$ cat src/rtl/pipeline_hazard_ctrl_if.sv
// Hazard inputs and pipeline-register write/bubble controls exchanged between
// the datapath (master) and the hazard controller (slave).
interface pipeline_hazard_ctrl_if #(
   parameter int REG_ADDR_W = 5,
   parameter int CNT_W      = 32
);
   logic [REG_ADDR_W-1:0] id_rs1;
   logic [REG_ADDR_W-1:0] id_rs2;
   logic                  id_use_rs1;
   logic                  id_use_rs2;
   logic [REG_ADDR_W-1:0] ex_rd;
   logic                  ex_mem_read;
   logic                  ex_branch_taken;
   logic                  mem_active;
   logic                  mem_ready;
   logic                  pc_we;
   logic                  ifid_we;
   logic                  ifid_empty;
   logic                  idex_we;
   logic                  idex_empty;
   logic                  exmem_we;
   logic                  exmem_empty;
   logic                  memwb_we;
   logic                  memwb_empty;
   logic                  fault;
   logic [1:0]            hazard_state;
   logic [CNT_W-1:0]      stall_cycles;
   logic [CNT_W-1:0]      flush_count;

   modport master (
      output id_rs1, id_rs2, id_use_rs1, id_use_rs2, ex_rd, ex_mem_read,
             ex_branch_taken, mem_active, mem_ready,
      input  pc_we, ifid_we, ifid_empty, idex_we, idex_empty, exmem_we,
             exmem_empty, memwb_we, memwb_empty, fault, hazard_state,
             stall_cycles, flush_count
   );

   modport slave (
      input  id_rs1, id_rs2, id_use_rs1, id_use_rs2, ex_rd, ex_mem_read,
             ex_branch_taken, mem_active, mem_ready,
      output pc_we, ifid_we, ifid_empty, idex_we, idex_empty, exmem_we,
             exmem_empty, memwb_we, memwb_empty, fault, hazard_state,
             stall_cycles, flush_count
   );
endinterface

$ cat src/rtl/pipeline_hazard_ctrl.sv
// Stall/flush controller for the 5-stage pipeline: load-use, taken branch and memory wait
// with timeout-to-fault. Performance counters are built only when HAZARD_PERF_EN is defined.
module pipeline_hazard_ctrl #(
   parameter int REG_ADDR_W     = 5,
   parameter int TIMEOUT_CYCLES = 16,
   parameter int CNT_W          = 32
) (
   input  logic                 clk,
   input  logic                 rst,
   pipeline_hazard_ctrl_if.slave hz
);
   localparam int WCNT_W = $clog2(TIMEOUT_CYCLES + 1);

   typedef enum logic [1:0] {
      ST_RUN      = 2'd0,
      ST_MEM_WAIT = 2'd1,
      ST_FAULT    = 2'd2
   } state_t;

   state_t                state_r;
   state_t                state_nxt_s;
   logic [WCNT_W-1:0]     wait_cnt_r;
   logic [WCNT_W-1:0]     wait_cnt_nxt_s;
   logic [REG_ADDR_W-1:0] ex_rd_s;
   logic                  load_use_s;
   logic                  mem_stall_s;
   logic                  branch_act_s;
   logic                  pc_we_s, ifid_we_s, ifid_empty_s, idex_we_s, idex_empty_s;
   logic                  exmem_we_s, exmem_empty_s, memwb_we_s, memwb_empty_s;
   logic                  fault_s;

   assign ex_rd_s     = hz.ex_rd;
   assign load_use_s  = hz.ex_mem_read & (ex_rd_s != {REG_ADDR_W{1'b0}}) &
                        ((hz.id_use_rs1 & (hz.id_rs1 == ex_rd_s)) |
                         (hz.id_use_rs2 & (hz.id_rs2 == ex_rd_s)));
   assign mem_stall_s = hz.mem_active & ~hz.mem_ready;

   // State and wait counter register
   always_ff @(posedge clk or posedge rst) begin
      if (rst) begin
         state_r    <= ST_RUN;
         wait_cnt_r <= {WCNT_W{1'b0}};
      end else begin
         state_r    <= state_nxt_s;
         wait_cnt_r <= wait_cnt_nxt_s;
      end
   end

   // Next state and Mealy pipeline controls; reset forces every control low
   always_comb begin
      state_nxt_s    = state_r;
      wait_cnt_nxt_s = wait_cnt_r;
      pc_we_s        = 1'b1;
      ifid_we_s      = 1'b1;
      ifid_empty_s   = 1'b0;
      idex_we_s      = 1'b1;
      idex_empty_s   = 1'b0;
      exmem_we_s     = 1'b1;
      exmem_empty_s  = 1'b0;
      memwb_we_s     = 1'b1;
      memwb_empty_s  = 1'b0;
      fault_s        = 1'b0;
      branch_act_s   = 1'b0;
      if (rst) begin
         state_nxt_s    = ST_RUN;
         wait_cnt_nxt_s = {WCNT_W{1'b0}};
         pc_we_s        = 1'b0;
         ifid_we_s      = 1'b0;
         idex_we_s      = 1'b0;
         exmem_we_s     = 1'b0;
         memwb_we_s     = 1'b0;
      end else begin
         case (state_r)
            ST_RUN, ST_MEM_WAIT: begin
               if (mem_stall_s) begin
                  pc_we_s       = 1'b0;
                  ifid_we_s     = 1'b0;
                  idex_we_s     = 1'b0;
                  exmem_we_s    = 1'b0;
                  memwb_empty_s = 1'b1;
                  if (state_r == ST_RUN) begin
                     state_nxt_s    = ST_MEM_WAIT;
                     wait_cnt_nxt_s = {{(WCNT_W-1){1'b0}}, 1'b1};
                  end else if (wait_cnt_r == WCNT_W'(TIMEOUT_CYCLES)) begin
                     state_nxt_s = ST_FAULT;
                  end else begin
                     wait_cnt_nxt_s = wait_cnt_r + {{(WCNT_W-1){1'b0}}, 1'b1};
                  end
               end else begin
                  // Frozen EX/ID contents are re-evaluated here on release
                  state_nxt_s    = ST_RUN;
                  wait_cnt_nxt_s = {WCNT_W{1'b0}};
                  if (hz.ex_branch_taken) begin
                     ifid_empty_s = 1'b1;
                     idex_empty_s = 1'b1;
                     branch_act_s = 1'b1;
                  end else if (load_use_s) begin
                     pc_we_s      = 1'b0;
                     ifid_we_s    = 1'b0;
                     idex_empty_s = 1'b1;
                  end else begin
                     branch_act_s = 1'b0;
                  end
               end
            end
            ST_FAULT: begin
               pc_we_s    = 1'b0;
               ifid_we_s  = 1'b0;
               idex_we_s  = 1'b0;
               exmem_we_s = 1'b0;
               memwb_we_s = 1'b0;
               fault_s    = 1'b1;
            end
            default: begin
               state_nxt_s    = ST_RUN;
               wait_cnt_nxt_s = {WCNT_W{1'b0}};
               pc_we_s        = 1'b0;
               ifid_we_s      = 1'b0;
               idex_we_s      = 1'b0;
               exmem_we_s     = 1'b0;
               memwb_we_s     = 1'b0;
            end
         endcase
      end
   end

   assign hz.pc_we        = pc_we_s;
   assign hz.ifid_we      = ifid_we_s;
   assign hz.ifid_empty   = ifid_empty_s;
   assign hz.idex_we      = idex_we_s;
   assign hz.idex_empty   = idex_empty_s;
   assign hz.exmem_we     = exmem_we_s;
   assign hz.exmem_empty  = exmem_empty_s;
   assign hz.memwb_we     = memwb_we_s;
   assign hz.memwb_empty  = memwb_empty_s;
   assign hz.fault        = fault_s;
   assign hz.hazard_state = state_r;

`ifdef HAZARD_PERF_EN
   logic [CNT_W-1:0] stall_cycles_r;
   logic [CNT_W-1:0] flush_count_r;

   // Saturating stall-cycle and flush counters
   always_ff @(posedge clk or posedge rst) begin
      if (rst) begin
         stall_cycles_r <= {CNT_W{1'b0}};
         flush_count_r  <= {CNT_W{1'b0}};
      end else begin
         if ((state_r != ST_FAULT) && !pc_we_s && (stall_cycles_r != {CNT_W{1'b1}})) begin
            stall_cycles_r <= stall_cycles_r + {{(CNT_W-1){1'b0}}, 1'b1};
         end else begin
            stall_cycles_r <= stall_cycles_r;
         end
         if (branch_act_s && (flush_count_r != {CNT_W{1'b1}})) begin
            flush_count_r <= flush_count_r + {{(CNT_W-1){1'b0}}, 1'b1};
         end else begin
            flush_count_r <= flush_count_r;
         end
      end
   end

   assign hz.stall_cycles = stall_cycles_r;
   assign hz.flush_count  = flush_count_r;
`else
   assign hz.stall_cycles = {CNT_W{1'b0}};
   assign hz.flush_count  = {CNT_W{1'b0}};
`endif
endmodule
$ cat src/flat_wrapper.sv
// flat-port wrapper written by rule: the top's interface ports become plain ports
module pipeline_hazard_ctrl_flat 
#(
   parameter int REG_ADDR_W     = 5,
   parameter int TIMEOUT_CYCLES = 16,
   parameter int CNT_W          = 32
)
  (clk, rst, hz_id_rs1, hz_id_rs2, hz_id_use_rs1, hz_id_use_rs2, hz_ex_rd, hz_ex_mem_read, hz_ex_branch_taken, hz_mem_active, hz_mem_ready, hz_pc_we, hz_ifid_we, hz_ifid_empty, hz_idex_we, hz_idex_empty, hz_exmem_we, hz_exmem_empty, hz_memwb_we, hz_memwb_empty, hz_fault, hz_hazard_state, hz_stall_cycles, hz_flush_count);
  pipeline_hazard_ctrl_if #(.REG_ADDR_W(REG_ADDR_W), .CNT_W(CNT_W)) hz_i ();
  input  logic clk;
  input  logic rst;
  input wire logic [$bits(hz_i.id_rs1)-1:0] hz_id_rs1;
  input wire logic [$bits(hz_i.id_rs2)-1:0] hz_id_rs2;
  input wire logic [$bits(hz_i.id_use_rs1)-1:0] hz_id_use_rs1;
  input wire logic [$bits(hz_i.id_use_rs2)-1:0] hz_id_use_rs2;
  input wire logic [$bits(hz_i.ex_rd)-1:0] hz_ex_rd;
  input wire logic [$bits(hz_i.ex_mem_read)-1:0] hz_ex_mem_read;
  input wire logic [$bits(hz_i.ex_branch_taken)-1:0] hz_ex_branch_taken;
  input wire logic [$bits(hz_i.mem_active)-1:0] hz_mem_active;
  input wire logic [$bits(hz_i.mem_ready)-1:0] hz_mem_ready;
  output wire logic [$bits(hz_i.pc_we)-1:0] hz_pc_we;
  output wire logic [$bits(hz_i.ifid_we)-1:0] hz_ifid_we;
  output wire logic [$bits(hz_i.ifid_empty)-1:0] hz_ifid_empty;
  output wire logic [$bits(hz_i.idex_we)-1:0] hz_idex_we;
  output wire logic [$bits(hz_i.idex_empty)-1:0] hz_idex_empty;
  output wire logic [$bits(hz_i.exmem_we)-1:0] hz_exmem_we;
  output wire logic [$bits(hz_i.exmem_empty)-1:0] hz_exmem_empty;
  output wire logic [$bits(hz_i.memwb_we)-1:0] hz_memwb_we;
  output wire logic [$bits(hz_i.memwb_empty)-1:0] hz_memwb_empty;
  output wire logic [$bits(hz_i.fault)-1:0] hz_fault;
  output wire logic [$bits(hz_i.hazard_state)-1:0] hz_hazard_state;
  output wire logic [$bits(hz_i.stall_cycles)-1:0] hz_stall_cycles;
  output wire logic [$bits(hz_i.flush_count)-1:0] hz_flush_count;
  assign hz_i.id_rs1 = hz_id_rs1;
  assign hz_i.id_rs2 = hz_id_rs2;
  assign hz_i.id_use_rs1 = hz_id_use_rs1;
  assign hz_i.id_use_rs2 = hz_id_use_rs2;
  assign hz_i.ex_rd = hz_ex_rd;
  assign hz_i.ex_mem_read = hz_ex_mem_read;
  assign hz_i.ex_branch_taken = hz_ex_branch_taken;
  assign hz_i.mem_active = hz_mem_active;
  assign hz_i.mem_ready = hz_mem_ready;
  assign hz_pc_we = hz_i.pc_we;
  assign hz_ifid_we = hz_i.ifid_we;
  assign hz_ifid_empty = hz_i.ifid_empty;
  assign hz_idex_we = hz_i.idex_we;
  assign hz_idex_empty = hz_i.idex_empty;
  assign hz_exmem_we = hz_i.exmem_we;
  assign hz_exmem_empty = hz_i.exmem_empty;
  assign hz_memwb_we = hz_i.memwb_we;
  assign hz_memwb_empty = hz_i.memwb_empty;
  assign hz_fault = hz_i.fault;
  assign hz_hazard_state = hz_i.hazard_state;
  assign hz_stall_cycles = hz_i.stall_cycles;
  assign hz_flush_count = hz_i.flush_count;
  pipeline_hazard_ctrl #(.REG_ADDR_W(REG_ADDR_W), .TIMEOUT_CYCLES(TIMEOUT_CYCLES), .CNT_W(CNT_W)) u_core (.clk(clk), .rst(rst), .hz(hz_i));
endmodule
$ cat config.mk
export PLATFORM = sky130hd
export DESIGN_NAME = pipeline_hazard_ctrl_flat
export DESIGN_NICKNAME = d
export VERILOG_FILES = /design/src/rtl/pipeline_hazard_ctrl_if.sv /design/src/rtl/pipeline_hazard_ctrl.sv /design/src/flat_wrapper.sv
export SDC_FILE = /design/constraint.sdc
export NUM_CORES = 1
export LEC_CHECK = 0
export CAP_MARGIN = 40
export CORE_MARGIN = 4
export CORE_UTILIZATION = 31
export DETAILED_ROUTE_END_ITERATION = 10
export GPL_ROUTABILITY_DRIVEN = 0
export PLACE_DENSITY = 0.81
export SYNTH_ARGS = -nofsm -noshare
export SYNTH_HDL_FRONTEND = slang
export SYNTH_SLANG_ARGS = --single-unit
export TNS_END_PERCENT = 5
$ cat constraint.sdc
create_clock -name clk -period 1.76 [get_ports clk]
set_input_delay 0.176 -clock clk [delete_from_list [all_inputs] [get_ports clk]]
set_output_delay 0.176 -clock clk [all_outputs]
set_load 0.01 [all_outputs]
==> reports/qor.txt <==
Detailed placer's ending HPWL - 2.01 mm
Critical Path RT - 1580 ps
Synth warn - 0
FMAX - 0.564 GHz
Seq/Total Area, Yosys - 16.3%
Setup ws final - -13.9 ps
GRT Total Usage - 8.70%
Global route total overflow - 0
Vias - 815
PwrDens - 383 nW/um^2
Worst Setup End Kind - primary output
Initial antenna violation count - 0
Synthesized flop and latch total - 7
Crit path kind - primary input to primary output
Max_cap viols - 0
Reg2Reg Launch Point - u_core.wait_cnt_r[1]
CP Data Arrival Time - 1600 ps
Critical Path Max Stage Delay - 460 ps
Hold Slack - 455 ps
DRC violations left - 0
Worst VDD drop - 0.000173 V
Die area - 4470 um^2
TritonCTS clock tree - done
Setup-failing EPs final - 1
PortBufs - 33
Sequential power share - 32.0%
Syn Area/Cell - 8.40 um^2
Drt pass-1 iters - 3
Routed WL per cell - 9.93 um
Cell variety after synth - 33
P&R area growth vs syn - 24.7%
Placement-stage cell area - 1300 um^2
Drt total wl - 2.20 mm
Final antenna-violating net count - 0
CP max-delay cell - or4_4
Sink Count - 7
Die width - 66.9 um
Most common cell after layout, fill and taps aside - conb_1
IO Pins - 99
Critical path buffer and inverter count - 2
Worst-path clk slew - 50 ps
Clock skew - 0.758 ps
Register-to-register setup slack - 140 ps
Power share of the clock group - 27.6%
Via-to-Cell Ratio - 3.67
Initial Utilization - 32.2%
Hold-fix buffers, CTS - 0
Root Driver - clkbuf_4
Leakage dissipation - 0.000715 uW
Final Net Count - 202
Sw Ratio - 35.1%
Synth Instances - 128
Syn Std Cell Area - 1070 um^2
Combinational power share - 40.4%
Fraction of layout cells with a size suffix above 1 - 18.2%
First-pass GRT wire length - 3.06 mm
Die outline height - 66.9 um
Reg2Reg Depth - 6
Largest net degree at the start of global routing - 8
Failing checks - negative setup slack
Net Sw Power - 180 uW
Int Pwr - 333 uW
Startpoint Class - primary input
CTS Buffer Depth - 2
Type of the most critical hold path - primary input to async pin
Num CTS Buffers - 3
Clock Latency Late Sink - 240 ps
CP cell instances - clkdlybuf4s50_1 > and2b_4 > or4_4 > o21bai_1 > buf_2
Post-route cell area - 1340 um^2
RSZ-0062 raised after global routing - true
Crit Reg-Reg Endpoint - u_core.wait_cnt_r[3]
Critical Path Stages - 5
Fin crit period - 1770 ps
Crit path max-delay family - simple AND/OR/NAND/NOR gates
CP Capture Point - hz_idex_empty
Run status - finished with violations
Most frequent cells in the layout - 65 x conb_1, 16 x clkdlybuf4s50_1, 13 x dlygate4sd2_1, 13 x buf_4, 8 x xor2_1
CORE AREA - 3340 um^2
Worst-path fanout max - 3
Number of global-route vias before repair - 720
Core Rows - 21
Fin crit share - 101%
First DRT Iteration DRCs - 18
Diodes inserted - 0
CP startpoint - hz_mem_ready
Final Max Slew Viols - 0
CTS H-tree lvls - 1
Final hold viol count - 0
==> what timing repair did <==
item                       in CTS  in global routing
gates cloned                    0                  0
gates resized for setup        29                  5
setup endpoints to repair       9                  4
pin swaps                       4                  2
buffers inserted                1                  0
==> kinds of logic (layout without fill, tap and decap cells) <==
logic type / count (synthesis) / in the layout / share of synthesized area [%]
buf+inv: 72 / 56 / 48.5
simple gates: 20 / 20 / 13.9
compound gates: 16 / 16 / 10.5
xor+xnor: 10 / 10 / 8.15
flops: 7 / 7 / 16.3
fa+ha+maj: 2 / 2 / 2.33
other cells: 1 / 65 / 0.349
==> layout make-up <==
| cell class | count | area (um^2) |
|---|---|---|
| Tap cell | 46 | 57.6 |
| Multi-Input combinational cell | 113 | 652 |
| Sequential cell | 7 | 175 |
| Fill cell | 340 | 2000 |
| Timing Repair Buffer | 47 | 410 |
| Clock buffer | 4 | 26.3 |
| Inverter | 5 | 18.8 |
==> worst min-delay path by stage <==
stage | from | endpoint | depth (start not counted) | slack, ps
floorplan | rst | u_core.hz.hazard_state[0] | 1 | -10
global placement | u_core.wait_cnt_r[1] | u_core.wait_cnt_r[1] | 1 | 540
detailed placement | u_core.wait_cnt_r[1] | u_core.wait_cnt_r[1] | 1 | 550
CTS | rst | u_core.hz.hazard_state[1] | 4 | 450
global route | rst | u_core.wait_cnt_r[2] | 4 | 480
finish | rst | u_core.hz.hazard_state[1] | 4 | 460
==> metrics by stage <==
stage                     setup TNS, ps  setup slack (ps)  power [uW]  utilization [%]  cells
after floorplan                       0               167         385                -    192
after global placement            -2080              -517         375             38.9    217
after detailed placement          -2210              -523         378             38.9    217
after CTS                          -116              -116         512             39.9    222
after global routing              -87.2             -46.5         549             40.2    222
final                             -13.9             -13.9         513             40.2    222
==> worst register-to-register path: cells and delay by family, from the launching register on <==
family          cells  cell delay, ps
simple gates        2             550
flops               1             390
compound gates      2             390
fa+ha+maj           1             170
buf+inv             1              60
==> metal layers <==
layer	track usage, %	part of all wire, %
met1	9.16	33
met2	17.0	55
met3	1.52	10
met4	3.04	0.82
met5	0	0
==> sequential cells by signal, summed over array words and instances, names as in the netlist <==
| signal | count |
|---|---|
| u_core.hz.hazard_state | 2 |
| u_core.wait_cnt_r | 5 |
==> power groups by stage <==
stage | Sequential, uW | Clock, uW | Combinational (uW)
6_report | 164 | 142 | 207
5_1_grt | 164 | 159 | 226
4_1_cts | 164 | 147 | 201
3_5_place_dp | 167 | 0 | 211
3_3_place_gp | 167 | 0 | 208
2_1_floorplan | 169 | 0 | 217
==> cell usage after synthesis <==
master / count / share of area (%)
nor4_1: 2 / 1.2
inv_2: 1 / 0.35
buf_4: 67 / 47
or4_1: 2 / 1.4
nor2b_1: 1 / 0.58
and2_0: 1 / 0.58
a21oi_1: 4 / 1.9
xor2_1: 8 / 6.5
a32o_1: 1 / 0.93
xnor2_1: 2 / 1.6
and3b_1: 1 / 0.82
a211oi_1: 1 / 0.70
conb_1: 1 / 0.35
dfrtp_1: 7 / 16
o31a_1: 1 / 0.82
o21bai_1: 1 / 0.70
and2_1: 1 / 0.58
ha_1: 2 / 2.3
nor3_1: 1 / 0.47
inv_1: 4 / 1.4
nor2_2: 1 / 0.58
o21ai_1: 2 / 0.93
a21o_1: 1 / 0.70
nor3b_2: 1 / 1.2
nor2_1: 1 / 0.35
nand3_1: 2 / 0.93
o21ai_0: 3 / 1.4
nand2_4: 1 / 1.0
or3_1: 3 / 1.7
and4bb_4: 1 / 1.5
and2b_4: 1 / 0.93
a31o_4: 1 / 1.6
a32oi_1: 1 / 0.82
(Power assumes the default switching activity.)
